<file path="config.mk">
export PLATFORM = sky130hd
export DESIGN_NAME = sw_debounce
export DESIGN_NICKNAME = d
export VERILOG_FILES = /design/src/rtl/sw_debounce.sv
export SDC_FILE = /design/constraint.sdc
export NUM_CORES = 1
export LEC_CHECK = 0
export BUFFER_PORTS_ARGS = -buffer_cell sky130_fd_sc_hd__buf_2
export CORE_UTILIZATION = 50
export CTS_BUF_LIST = sky130_fd_sc_hd__clkbuf_4 sky130_fd_sc_hd__clkbuf_8
export DETAILED_ROUTE_END_ITERATION = 7
export PLACE_DENSITY = 0.71
export SLEW_MARGIN = 0
export SYNTH_ARGS = -nofsm -noshare
export SYNTH_HDL_FRONTEND = slang
export SYNTH_SLANG_ARGS = --single-unit
</file>
<file path="constraint.sdc">
create_clock -name clk -period 1.3 [get_ports clk]
set_input_delay 0.065 -clock clk [delete_from_list [all_inputs] [get_ports clk]]
set_output_delay 0.065 -clock clk [all_outputs]
set_load 0.05 [all_outputs]
</file>
<file path="src/rtl/sw_debounce.sv">
// Slide-switch conditioning: a 2-FF synchroniser per bit, then an independent
// stability qualifier per bit. A new level is accepted only after it has been
// seen on sync2 for STABLE_CYCLES consecutive edges. The accepted level drives SW,
// and a one-cycle rise/fall pulse is produced in the same cycle.
module sw_debounce #(
  parameter int unsigned WIDTH         = 8,
  parameter int unsigned STABLE_CYCLES = 16
) (
  input  logic             clk,
  input  logic             reset,
  input  logic [WIDTH-1:0] SW_RAW,
  output logic [WIDTH-1:0] SW,
  output logic [WIDTH-1:0] SW_RISE,
  output logic [WIDTH-1:0] SW_FALL
);

  localparam int unsigned CNT_W = $clog2(STABLE_CYCLES);
  // Terminal count: the edge that sees this value plus a still-differing sync2 accepts.
  localparam logic [CNT_W-1:0] CntMax = CNT_W'(STABLE_CYCLES - 1);

  logic [WIDTH-1:0] sync1_q, sync1_d;
  logic [WIDTH-1:0] sync2_q, sync2_d;
  logic [WIDTH-1:0] sw_q, sw_d;
  logic [WIDTH-1:0] rise_q, rise_d;
  logic [WIDTH-1:0] fall_q, fall_d;
  logic [CNT_W-1:0] cnt_q [WIDTH];
  logic [CNT_W-1:0] cnt_d [WIDTH];

  // Next-state: synchroniser shift and per-bit qualification counters.
  always_comb begin
    sync1_d = SW_RAW;
    sync2_d = sync1_q;
    sw_d    = sw_q;
    rise_d  = '0;
    fall_d  = '0;
    for (int i = 0; i < int'(WIDTH); i++) begin
      cnt_d[i] = '0;
      if (sync2_q[i] != sw_q[i]) begin
        if (cnt_q[i] != CntMax) begin
          cnt_d[i] = cnt_q[i] + 1'b1;
        end else begin
          // Level has persisted long enough; accept it and pulse the edge.
          sw_d[i]   = sync2_q[i];
          rise_d[i] = sync2_q[i];
          fall_d[i] = ~sync2_q[i];
        end
      end
    end
  end

  // State registers with synchronous active-high reset.
  always_ff @(posedge clk) begin
    if (reset) begin
      sync1_q <= '0;
      sync2_q <= '0;
      sw_q    <= '0;
      rise_q  <= '0;
      fall_q  <= '0;
      for (int i = 0; i < int'(WIDTH); i++) begin
        cnt_q[i] <= '0;
      end
    end else begin
      sync1_q <= sync1_d;
      sync2_q <= sync2_d;
      sw_q    <= sw_d;
      rise_q  <= rise_d;
      fall_q  <= fall_d;
      for (int i = 0; i < int'(WIDTH); i++) begin
        cnt_q[i] <= cnt_d[i];
      end
    end
  end

  assign SW      = sw_q;
  assign SW_RISE = rise_q;
  assign SW_FALL = fall_q;

endmodule
</file>
==> results.sh <==
export IMPL_status="finished clean"
export IMPL_finish_utilization=0.6276
export IMPL_reg2reg_depth=3
export IMPL_dr_first_iter_drc_count=57
export IMPL_synth_compound_area_frac=0.02902
export IMPL_clk_pin_slew_ns=0.07
export IMPL_drc=0
export IMPL_synth_warnings=0
export IMPL_worst_path_max_fanout=3
export IMPL_cts_root_buf="clkbuf_8"
export IMPL_synth_top_family_by_area="simple AND/OR/NAND/NOR gates"
export IMPL_grt_setup_unrepaired="false"
export IMPL_drv_cap=0
export IMPL_crit_type="flop to flop"
export IMPL_finalHoldViolations=0
export IMPL_cp_data_arrival_time_ns=1.41
export IMPL_numCtsBuffers=9
export IMPL_die_area_sq_um=5199
export IMPL_drive_gt1_frac=0.1927
export IMPL_synth_mux_area_frac=0.03259
export IMPL_setup_tns_ns=0
export IMPL_crit_required_ns=1.57
export IMPL_period_share=0.8787
export IMPL_grt_remaining_overflow=0
export IMPL_cts_sinks=72
export IMPL_antenna_found_initial=0
export IMPL_wirelength_microns=3511
export IMPL_dp_hpwl_microns=2224
export IMPL_via_count=1636
export IMPL_rr_startpoint="cnt_q[0][12]"
export IMPL_cts_htree_levels=3
export IMPL_totalPowerFinal_mw=3.978
export IMPL_ant_nets=0
export IMPL_drtPass1Iterations=4
export IMPL_diodes=0
export IMPL_synthesis_nets=241
export IMPL_r2r_end="cnt_q[0][12]"
export IMPL_leakagePower_nw=1.252
export IMPL_wire_per_inst_microns=10.27
export IMPL_synth_xor_area_frac=0.08554
export IMPL_period_needed_ns=1.142
export IMPL_crit_start="cnt_q[0][12]"
export IMPL_die_x_microns=72.11
export IMPL_synth_cell_types=18
export IMPL_gp_congestion=0.6896
export IMPL_nNetsFinal=288
export IMPL_seq_area_frac_synth=0.5866
export IMPL_ys_ff_latch=72
export IMPL_start_kind="flop"
export IMPL_clockBufferDepth=2
export IMPL_grt_total_usage=0.1547
export IMPL_syn_to_final_growth_pct=20.62
export IMPL_grt_pass1_wl_microns=6120
export IMPL_cts_tree="yes"
export IMPL_final_setup_skew_ns=0.007242
export IMPL_yosysTopAreaCellShare=0.5866
export IMPL_insertion_delay_ns=0.33
export IMPL_max_freq_mhz=875.4
export IMPL_rows=25
export IMPL_min_path_type="primary input to flop"
export IMPL_setup_worst_path_end_class="flop"
export IMPL_start_util=0.5203
export IMPL_vias_per_cell=4.784
export IMPL_grt_max_degree=56
export IMPL_final_max_slew_viol_count=0
export IMPL_synthTopCellsByArea="dfxtp_1 (59%), nor4b_1 (5.7%), xnor2_1 (5.0%)"
export IMPL_finalSetupViolCount=0
export IMPL_ir_worst_vdd_v=0.0006857
export IMPL_core_sq_um=4723
export IMPL_yosys_area_top_type="dfxtp_1"
export IMPL_max_slew_margin=0.8068
export IMPL_chipHeight_microns=72.11
export IMPL_avgSynthCellArea_sq_um=11.02
export IMPL_grt_pass1_vias=1509
export IMPL_p_per_area_nw_per_um2=1342
export IMPL_numPortBuffers=33
export IMPL_crit_path_end="cnt_q[0][12]"
export IMPL_synth_simple_area_share=0.1991
export IMPL_num_io_pins=34
export IMPL_synthAdderAreaFrac=0.04073
export IMPL_r2r_slack_ns=0.16
export IMPL_synth_area_sq_um=2457
export IMPL_synth_cells=223
export IMPL_worstMarginPinSlew_ns=0.2858
-- cell usage in the layout (no fill, tap or decap), drive strengths merged --
cell type    count
dfxtp           72
buf             34
nor2            32
nand3           17
nor4b           16
nor2b           16
xnor2           14
clkbuf          13
xor2            10
inv              9
mux2i            8
ha               8
dlygate4sd3      8
nor3             7
a311o            7
clkinv           3
and3             1
-- stage by stage --
stage	instance area [sq um]	setup slack (ns)	std cells	hold WS, ns
finish	2964	0.1577	342	0.1668
global placement	2696	0.1886	318	0.2739
global route	2964	0.04023	342	0.1846
CTS	2964	0.1205	342	0.1667
detailed placement	2696	0.1674	318	0.2766
floorplan	2459	0.01309	223	0.1932
-- sequential cells by signal, summed over array words and instances (netlist names) --
register	count
SW_RISE	8
SW	8
SW_FALL	8
sync2_q	8
sync1_q	8
cnt_q	32
-- cell usage after synthesis --
cell,n
and3_1,1
nand3_1,17
buf_4,2
xnor2_1,14
clkbuf_1,3
xor2_1,10
nor2_1,31
a311o_1,6
inv_1,9
ha_1,8
mux2i_1,8
nor4b_1,16
buf_2,1
a311o_2,1
nor2b_1,16
nor2_2,1
dfxtp_1,72
nor3_1,7
-- layer usage --
metal	global-route usage	share of wire	wire length, microns
met1	0.1811	0.47	1654
met2	0.2440	0.47	1639
met3	0.03889	0.037	129
met4	0.1176	0.025	88
met5	0	0	0
-- cell families (layout without fill, tap and decap cells) --
| kind of cell | count (synthesis) | in the layout |
|---|---|---|
| xor+xnor | 24 | 24 |
| compound gates | 7 | 7 |
| fa+ha+maj | 8 | 8 |
| simple gates | 89 | 89 |
| buf+inv | 15 | 67 |
| flops | 72 | 72 |
| mux | 8 | 8 |
-- worst min path at each step --
stage	slack [ns]	cells after the start	endpoint	start
global route	0.18	3	SW[5]	reset
detailed placement	0.28	2	sync1_q[1]	SW_RAW[1]
CTS	0.17	3	SW[4]	reset
floorplan	0.19	1	sync1_q[2]	SW_RAW[2]
global placement	0.27	2	sync1_q[7]	SW_RAW[7]
finish	0.17	3	SW[5]	reset
-- worst max-delay path, stage by stage (launching register included) --
cell     delay, ns
dfxtp_1       0.32
ha_1          0.24
a311o_2       0.42
nor2_1        0.10
-- power by group --
part	switching (mW)	total [mW]	internal, mW
logic	0.0497	0.111	0.0609
registers	0.0193	2.26	2.24
clock network	0.751	1.61	0.861
total	0.820	3.98	3.16
-- repair_timing --
action / CTS / global route
hold endpoints to repair: 8 / 0
buffers inserted: 0 / 0
gates resized for setup: 0 / 0
hold buffers: 8 / 0
-- final cells by class --
| type | count | area (sq um) |
|---|---|---|
| Clock inverter | 3 | 15.01 |
| Timing Repair Buffer | 42 | 265.3 |
| Fill cell | 405 | 1759 |
| Inverter | 9 | 33.78 |
| Clock buffer | 13 | 172.7 |
| Tap cell | 67 | 83.83 |
| Multi-Input combinational cell | 136 | 950.9 |
| Sequential cell | 72 | 1443 |
No activity file was read; power rests on OpenSTA's default activity.
